<file path="config.mk">
export PLATFORM = sky130hd
export DESIGN_NAME = mux_4x1_rr_arbiter
export DESIGN_NICKNAME = d
export VERILOG_FILES = /design/src/rtl/mux_4x1_rr_arbiter.sv
export SDC_FILE = /design/constraint.sdc
export NUM_CORES = 1
export LEC_CHECK = 0
export CAP_MARGIN = 20
export CORE_ASPECT_RATIO = 1.1
export CORE_UTILIZATION = 46
export DETAILED_ROUTE_END_ITERATION = 16
export GPL_ROUTABILITY_DRIVEN = 1
export PLACE_DENSITY = 0.75
export SLEW_MARGIN = 0
export SYNTH_ARGS = -nofsm -noshare
export SYNTH_HDL_FRONTEND = slang
export SYNTH_SLANG_ARGS = --single-unit
</file>
<file path="constraint.sdc">
create_clock -name clk -period 2.5 [get_ports clk]
set_clock_uncertainty 0.15 [all_clocks]
set_input_delay 0.25 -clock clk [delete_from_list [all_inputs] [get_ports clk]]
set_output_delay 0.25 -clock clk [all_outputs]
set_load 0.005 [all_outputs]
</file>
<file path="src/rtl/mux_4x1_rr_arbiter.sv">
// Round-robin arbiter sharing a 4:1 bit mux between four requesters.
// Grants one owner at a time, bounds burst length while others wait,
// and registers the selected data bit with a valid flag.
module mux_4x1_rr_arbiter #(
  parameter int unsigned MAX_HOLD = 4,
  parameter int unsigned CNT_W    = 4
) (
  input  logic       clk,
  input  logic       rst_n,
  input  logic [3:0] req,
  input  logic [3:0] I,
  output logic [3:0] gnt,
  output logic [1:0] S,
  output logic       Y,
  output logic       Y_valid
);

  localparam int unsigned N_REQ = 4;

  typedef enum logic {
    IDLE  = 1'b0,
    GRANT = 1'b1
  } state_t;

  state_t             state_q, state_d;
  logic [1:0]         last_q, last_d;
  logic [CNT_W-1:0]   hold_q, hold_d;
  logic [N_REQ-1:0]   gnt_d;
  logic [1:0]         s_d;

  logic [1:0]         win;
  logic               win_found;
  logic [1:0]         idx;
  logic               owner_req;
  logic               others_req;
  logic               hold_max;

  // Rotating priority search starting just after the last winner.
  always_comb begin
    win       = last_q;
    win_found = 1'b0;
    idx       = '0;
    for (int d = 1; d <= 4; d++) begin
      idx = last_q + 2'(d);
      if (!win_found && req[idx]) begin
        win       = idx;
        win_found = 1'b1;
      end
    end
  end

  // Owner status relative to the rest of the requesters.
  always_comb begin
    owner_req  = req[last_q];
    others_req = |(req & ~(4'b0001 << last_q));
    hold_max   = (hold_q == CNT_W'(MAX_HOLD));
  end

  // Next-state and next-grant decision.
  always_comb begin
    state_d = state_q;
    last_d  = last_q;
    hold_d  = hold_q;
    gnt_d   = gnt;
    s_d     = S;
    case (state_q)
      IDLE: begin
        gnt_d = 4'b0000;
        if (|req) begin
          state_d = GRANT;
          last_d  = win;
          s_d     = win;
          gnt_d   = 4'b0001 << win;
          hold_d  = CNT_W'(1);
        end
      end
      GRANT: begin
        if (!owner_req) begin
          if (|req) begin
            last_d = win;
            s_d    = win;
            gnt_d  = 4'b0001 << win;
            hold_d = CNT_W'(1);
          end else begin
            state_d = IDLE;
            gnt_d   = 4'b0000;
            hold_d  = '0;
          end
        end else if (hold_max && others_req) begin
          // Owner sits last in the scan, so another requester always wins here.
          last_d = win;
          s_d    = win;
          gnt_d  = 4'b0001 << win;
          hold_d = CNT_W'(1);
        end else if (hold_max) begin
          hold_d = CNT_W'(1);
        end else begin
          hold_d = hold_q + CNT_W'(1);
        end
      end
      default: begin
        state_d = IDLE;
        gnt_d   = 4'b0000;
        hold_d  = '0;
      end
    endcase
  end

  // Arbitration state and registered grant/select.
  always_ff @(posedge clk or negedge rst_n) begin
    if (!rst_n) begin
      state_q <= IDLE;
      last_q  <= 2'd3;
      hold_q  <= '0;
      gnt     <= 4'b0000;
      S       <= 2'b00;
    end else begin
      state_q <= state_d;
      last_q  <= last_d;
      hold_q  <= hold_d;
      gnt     <= gnt_d;
      S       <= s_d;
    end
  end

  // Capture the selected data bit during each grant cycle.
  always_ff @(posedge clk or negedge rst_n) begin
    if (!rst_n) begin
      Y       <= 1'b0;
      Y_valid <= 1'b0;
    end else if (|gnt) begin
      Y       <= I[S];
      Y_valid <= 1'b1;
    end else begin
      Y_valid <= 1'b0;
    end
  end

endmodule

</file>
* After elaboration in Yosys (flattened, before gate mapping)
Index checks and enable logic that the tools add are counted.
** Storage, ports and cells
- Bits in registers :: 15
- Input bits :: 10
- Output and inout bits :: 8
- Word-level logic and storage cells :: 72
** Cells by class
- Add/sub/neg operators :: 4
- Magnitude comparators :: 5
- Eq/ne operators :: 3
- Shift operators :: 2
- Muxes and demuxes :: 38
- Bitwise operators :: 3
- Reductions and logical operators :: 10
** Operators by type and width (count)
- $mux 4 :: 7
- $mux 2 :: 9
- $pmux 4 s2 :: 2
- $lt 2x3->1 const B :: 5
- $mux 1 :: 12
- $reduce_or 4->1 :: 3
- $bmux 1 s2 :: 5
- $pmux 2 s2 :: 2
- $shl 1x2->4 const A :: 2
- $add 2x2->2 const B :: 2
- $add 4x1->4 const B :: 1
- $and 4x4->4 :: 1
- $eq 4x3->1 const B :: 1
- $logic_and 1x1->1 :: 4
- $not 4->4 :: 1
- $logic_not 1->1 :: 3
- $ne 3x2->1 const B :: 1
- $add 2x1->2 const B :: 1
- $ne 2x2->1 const B :: 1
- $pmux 1 s2 :: 1
- $not 1->1 :: 1

* Logic depth before layout (Yosys ltp)
- Depth after elaboration :: 17
- Mapped depth :: 9
- Mapped depth without buffers :: 8

* Least setup slack after synthesis
Ideal clock, no wire load.
- Path type :: register to register
- Start point :: reg last_q[0]
- End point :: reg S[1]
- Setup time :: 0.125 ns
- Arrival time :: 2.432 ns
- Data required time :: 2.225 ns
- Path slack :: -0.206 ns
- Cell stages (with the launch flop) :: 9
- Path buffers :: 1
- Clock period less this slack :: 2.706 ns
- Cells stage by stage :: dfstp_2 > buf_6 > inv_1 > ha_1 > mux4_1 > nor2_4 > o21ai_1 > a32o_2 > mux2_2
** Between the ends
- Cells in the longest elaborated chain, start to end :: 16
- Elaborated cells between the ends (all ways) :: 34
- Classes of those cells :: add/sub (3); eq/ne (1); shift (1); mux (19); bitwise (2); reduce/logical (8)
** RTL lines
- start, declared :: line 26 : logic [1:0] last_q, last_d;
- start signal, assigned :: line 119 : last_q <= last_d;
- $add 2x1->2 :: line 44 : idx = last_q + 2'(d);
- $bmux 1 s2 :: line 45 : if (!win_found && req[idx]) begin
- $mux 1 (not written as such) :: line 45
- $mux 1 :: line 45
- $logic_not 1->1 :: line 45
- $logic_and 1x1->1 :: line 45
- $mux 1 :: line 45
- $logic_not 1->1 :: line 45
- $logic_and 1x1->1 :: line 45
- $mux 1 :: line 45
- $logic_not 1->1 :: line 45
- $logic_and 1x1->1 :: line 45
- $mux 2 :: line 45
- $mux 2, on equally long branches :: line 69, 79, 89
- $mux 2 :: line 78 : if (!owner_req) begin
- $pmux 2 s2 :: line 66 : case (state_q)
- end signal, assigned :: line 116 : S <= 2'b00;
- end signal, assigned :: line 122 : S <= s_d;
- end, declared :: line 13 : output logic [1:0] S,
Parallel ways exist; a longest one is shown, timed or not. The select of a mux whose other input is x is not followed.
A chain may end at the register's enable or synchronous reset.

* Worst setup path after layout
- Start point :: reg last_q[0]
- End point :: reg gnt[3]
** Between the ends
- Cells in the longest elaborated chain, start to end :: 17
- Elaborated cells between the ends (all ways) :: 35
- Classes of those cells :: add/sub (3); eq/ne (1); shift (2); mux (19); bitwise (2); reduce/logical (8)
** RTL lines
- $add 2x1->2 :: line 44
- $bmux 1 s2 :: line 45
- $mux 1 (not written as such) :: line 45
- $mux 1 :: line 45
- $logic_not 1->1 :: line 45
- $logic_and 1x1->1 :: line 45
- $mux 1 :: line 45
- $logic_not 1->1 :: line 45
- $logic_and 1x1->1 :: line 45
- $mux 1 :: line 45
- $logic_not 1->1 :: line 45
- $logic_and 1x1->1 :: line 45
- $mux 2 :: line 45
- $shl 1x2->4 :: line 73, 82, 93
- $mux 4, on equally long branches :: line 69, 79, 89
- $mux 4 :: line 78
- $pmux 4 s2 :: line 66
- end signal, assigned :: line 121 : gnt <= gnt_d;
- end, declared :: line 12 : output logic [3:0] gnt,
Parallel ways exist; a longest one is shown, timed or not. The select of a mux whose other input is x is not followed.

==> run summary <==
Sequential area share after synthesis - 36.96%
Worst path buffer plus inverter count - 1
Critical path fanouts, max - 6
GR Layer Usage met1 - 23.52%
Hold violation total from the final report - 0
Via count - 816
Gpl congestion - 0.8385
Layer carrying the most global-route usage - met2
Transition time of the tightest slew-check pin - 661.6 ps
CTS tree - done
Insertion delay of the later-clocked pin in the worst-skew pair - 290 ps
Max_cap viols - 0
Mean cell area of the mapped netlist - 11.36 µm²
Prevailing post-synth register cell - dfrtp_1
Footprint of the multi-input gates - 610.6 µm²
DR iter-0 viols - 16
Number of nets with antenna violations after routing - 0
Netlist cell types - 37
Remaining global-route overflow - 0
Number of sinks handled by clock tree synthesis - 15
Worst supply voltage drop on vdd - 0.0009642 V
Number of remaining DRC errors - 0
Routed wire length - 2116 µm
Floorplan die area - 2415 µm²
H-tree depth - 1
Flop and latch count out of synthesis - 15
Type of the worst setup path - flop to flop
Share of final-layout standard cells stronger than drive strength 1 - 32.76%
Final nets - 133
Global-route met2 utilization - 35.88%
Leak Pwr - 0.0005688 µW
Element type at the critical path start - flop
Post-synth top area share - 31.82%
Clock input transition at the sequential cells of the worst setup and hold paths - 90 ps
I/O pin total - 18
CTS Buf Count - 3
Syn nets - 106
Warning count from the yosys run - 0
Run status - finished, final reports clean
Via-per-instance ratio - 5.667
Data required time at the worst endpoint - 2520 ps
Final worst path period need - 2438 ps
Post-cts hold buffer count - 0
Max Freq - 410.2 MHz
Kind of end point of the critical path - flop
Post-DR wirelength/cell - 14.69 µm
Core utilization of the finished layout - 64.28%
Instance count of the mapped netlist - 90
Global routing usage summed across all routing layers - 20.17%
Detailed placement HPWL - 1684 µm
Clock Tree Buf Depth - 2
Crit path largest cell delay - 570 ps
# fillers - 180
Rel. slew slack - 55.76%
# setup viols final - 0
GR Util met3 - 6.360%
Gate family responsible for the most delay along the worst path - compound AO/OA/AOI/OAI gates
Post-route clock period utilization - 97.51%
Row Count - 17
Core outline area - 2042 µm²
Vertical die dimension - 51.44 µm
Overall Power - 1788 µW
Number of pins exceeding their max-slew limit in the final report - 0
Largest net degree at the start of global routing - 16
Worst endpoint data arrival time - 2460 ps
Share of flip-flops with an asynchronous set or reset - 100.0%
Top cells by area, synth - dfrtp_1, mux4_2, ha_1, dfstp_2, a32o_2
Port Buffer Count - 17
PD cells - 1362 nW/µm²
Library cell appearing most often on the critical path - a32o_2
Starting Density - 50.06%
Number of detailed-routing iterations run before antenna repair - 4
Antenna violations before repair - 0
Area growth from synthesis to layout - 28.40%
Number of inserted diodes - 0
Netlist Area Pre-Place - 1022 µm²
Width of the die - 46.95 µm
Cell type contributing the most total cell area after synthesis - dfrtp_1
Cell with the largest stage delay on the worst path - dfstp_2
Buffer type at the clock tree root - clkbuf_4
Via count of the first global-routing pass - 777
Chain of cells forming the critical path - inv_6 > ha_4 > mux4_2 > nor2_4 > o21ai_2 > a32o_2 > a32o_2
Worst min path class - input pin to asynchronous set/reset pin
Storage element area - 377.9 µm²
Post-synth EDFFs - 0
Wire length of the first global-routing pass - 3415 µm
[worst paths after layout]
path	endpoint	slack (ps)	start	cells after the start
hold reg to reg	hold_q[3]	330	hold_q[3]	1
hold / removal	state_q	210	rst_n	1
setup reg to reg	gnt[3]	60	last_q[0]	7
max in group asynchronous	gnt[2]	1560	rst_n	1
min in group clk	hold_q[3]	330	hold_q[3]	1
setup / recovery	gnt[3]	60	last_q[0]	7
[cells in the mapped netlist (2+ instances only)]
master / number
nand3_1: 3
o22ai_1: 2
inv_1: 7
nand2_1: 6
dfstp_2: 2
mux2i_1: 2
dfrtp_1: 13
nor2_1: 4
ha_1: 6
mux4_2: 4
mux2_2: 3
a32o_2: 3
o41ai_2: 2
o21ai_0: 5
nor2_4: 2
nand2b_1: 4
and3_1: 2
[worst reg2reg max path, delay by kind of cell (launching register included)]
family | cells | cell delay, ps
AO/OA/AOI/OAI | 3 | 600
flip-flops | 1 | 570
multiplexers | 1 | 540
adder cells (fa/ha/maj) | 1 | 270
AND/OR/NAND/NOR | 1 | 150
buffers and inverters | 1 | 50
[metrics by stage]
step	setup WS (ps)	std cells	setup TNS (ps)	area, µm²	hold slack [ps]
after global placement	95.09	138	0	1266	316.5
after detailed placement	46.82	138	0	1266	321.4
after CTS	35.03	142	0	1294	224.3
final	62.22	144	0	1313	210.2
after global routing	-5.418	144	-9.861	1313	252.8
after floorplan	-11.77	90	-33.86	1050	-195.6
[per-layer routing]
metal	vias to the layer above	wire length, µm
met1	411	890
met5	-	0
met2	16	1160
met4	0	0
met3	0	65
li1	389	-
[area by class of cell]
class                   instances  area share (%)
multi-input cells              64           46.52
clock buffers                   3           1.716
inverters                       9           2.955
well taps                      28           2.669
flip-flops and latches         15           28.79
clock inverters                 1          0.3813
repair buffers                 24           16.97
[power by group]
| group | switching, µW | total [µW] | internal (µW) |
|---|---|---|---|
| clock | 76.0 | 135 | 59.4 |
| combinational | 569 | 1210 | 643 |
| sequential | 77.6 | 441 | 364 |
[state kept, by name, summed over array words and instances (netlist names)]
name / count
Y: 1
S: 2
last_q: 2
gnt: 4
Y_valid: 1
state_q: 1
hold_q: 4
[kinds of logic (layout without fill, tap and decap cells)]
family,count (synthesis),in the layout,synth area share [%]
AOI/OAI and AO/OA,19,19,15.54
xor gates and xnor gates,1,1,1.592
muxes,10,10,16.65
and+or+nand+nor,28,28,17.01
buffers and inverters,11,37,4.895
adders and majority gates,6,6,7.344
DFF,15,15,36.96
[layout by cell type, fill, tap and decap left out, types with 2 or more instances in the layout]
cell type	instances
o22ai_1	2
nand2b_1	4
mux2_2	2
nand3_1	3
mux2i_1	2
buf_4	7
dfrtp_1	13
nor2_4	2
o41ai_2	2
ha_1	5
nor2_1	4
and3_1	2
dfstp_2	2
o21ai_0	5
inv_2	2
nand2_1	6
clkdlybuf4s50_1	17
mux4_2	5
a32o_2	3
inv_1	5
clkbuf_4	3
[timing repair]
| action | CTS | global route |
|---|---|---|
| hold endpoints to repair | 0 | 0 |
| buffers inserted | 0 | 2 |
| gates resized for setup | 0 | 2 |
| setup endpoints to repair | 0 | 4 |
Power figures use the tool's default switching activity.
==> RTL edit (config.mk and constraints unchanged) <==
`CNT_W`: 4 -> 6.
--- a/src/rtl/mux_4x1_rr_arbiter.sv
+++ b/src/rtl/mux_4x1_rr_arbiter.sv
@@ -4,5 +4,5 @@
 module mux_4x1_rr_arbiter #(
   parameter int unsigned MAX_HOLD = 4,
-  parameter int unsigned CNT_W    = 4
+  parameter int unsigned CNT_W    = 6
 ) (
   input  logic       clk,
Behaviour: same outputs for any inputs over 10 cycles, from zero or initial values and one cycle with rst_n low; that may be too few to reach the edited logic, so the function may still have changed.
==> RTL edit against the original RTL <==
Sequential cell count rose by 2. Area after synthesis rose by 10%. Routed wire length rose by 4.1%. Cell area rose by 6.5%. Critical path depth fell by 1. Worst hold slack improved by 0.026 ns. Setup slack improved by 0.10 ns. Cell count rose by 12%. Synthesized cell count rose by 18%. Power fell by 2.4%. Critical endpoint is now gnt[2]$_DFFE_PN0P_. Largest power group unchanged. Highest routed layer is now met4.
==> RTL edit: results (changes against the original RTL) <==
===========================================================================
Status                                                         finished, final reports clean
Register-to-register setup slack                                    0.17 ns   +0.10 ns
CP arrival                                                          2.36 ns   -0.10 ns
Cell types with the largest area share after synthesis         dfrtp_1 (33%), mux4_2 (10%), ha_1 (6.7%)
Cell family contributing the most delay on the critical path   multiplexers
Seq Cell Count                                                           17   +2
Total met3 wirelength after detailed routing                          80 um   +23%
Switching Fraction                                                    0.395   -0.00939
Overall Global Routing Usage                                          0.189   -0.0123
Sequential standard cell area                                     428 sq um   +13%
Share of the final layout cell area in multi-input gates              0.470   +0.00480
First DRT Iteration DRCs                                                 13   -3
Met3 track utilization from global routing                           0.0113   -0.0523
DRT Wirelength                                                      2.20 mm   +4.1%
Achievable Freq                                                     428 MHz   +4.5%
Final-layout fill cell count                                            195   +8.3%
Number of global-route vias before repair                               834   +7.3%
Met2 Wirelength                                                     1.16 mm   +0.17%
Top-area cell type share of the netlist area                          0.334   +0.0155
Worst hold slack after final layout                                0.236 ns   +0.0260 ns
Biggest regs                                                   hold_q: 6 flops, gnt: 4 flops
Non-clock buffering overhead                                          0.154   -0.0157
Total number of nets in the final design                                148   +11%
Highest ir drop seen on vdd                                        0.758 mV   -21%
Routability congestion estimate                                       0.800   -4.5%
Fraction of final layout cells sized beyond drive strength 1          0.229   -0.0986
Clock Power                                                        0.148 mW   +9.6%
Routed metal-1 wirelength                                            932 um   +4.7%
Endpoint of the most critical register-to-register path        gnt[2]$_DFFE_PN0P_
Post-synth net total                                                    122   +15%
Worst slack at placement                                           0.110 ns   +0.0628 ns
First-pass GRT wire length                                          3.73 mm   +9.3%
Largest driver fanout on the critical path                               10   +4
Unique masters post-synth                                                40   +8.1%
Met2 track demand over resource in global routing                     0.358   about the same
Met1 track demand over resource                                       0.223   -0.0123
R2R depth                                                                 6   -1
Vias                                                                    891   +9.2%
Clkbuf count                                                              4   +1
===========================================================================
-- RTL edit: changes by cell type in the layout (fill, tap and decap cells not counted), moves of 2 or more --
cell     delta
nor2_1      +4
xor2_1      +2
o21ai_1     +9
o21a_1      +2
nand2_1     +2
o21ai_0     -4
inv_1       +2
dfrtp_1     +2
nand3_1     +2
o41ai_2     -2
-- RTL edit: through the flow --
| step | area, sq um | utilization | power [mW] | cells |
|---|---|---|---|---|
| finish | 1400 | 0.614 | 1.74 | 161 |
| detailed placement | 1360 | 0.597 | 1.58 | 157 |
| global placement | 1360 | 0.597 | 1.54 | 157 |
| global route | 1400 | 0.614 | 1.90 | 161 |
| CTS | 1390 | 0.609 | 1.73 | 161 |
| floorplan | 1120 | - | 1.28 | 106 |
-- RTL edit: cells by family after synthesis --
group / share of synthesized area
multiplexers: 0.128
adder cells (fa/ha/maj): 0.0667
AO/OA/AOI/OAI: 0.155
buffers and inverters: 0.0467
flip-flops: 0.380
XOR/XNOR: 0.0234
AND/OR/NAND/NOR: 0.200
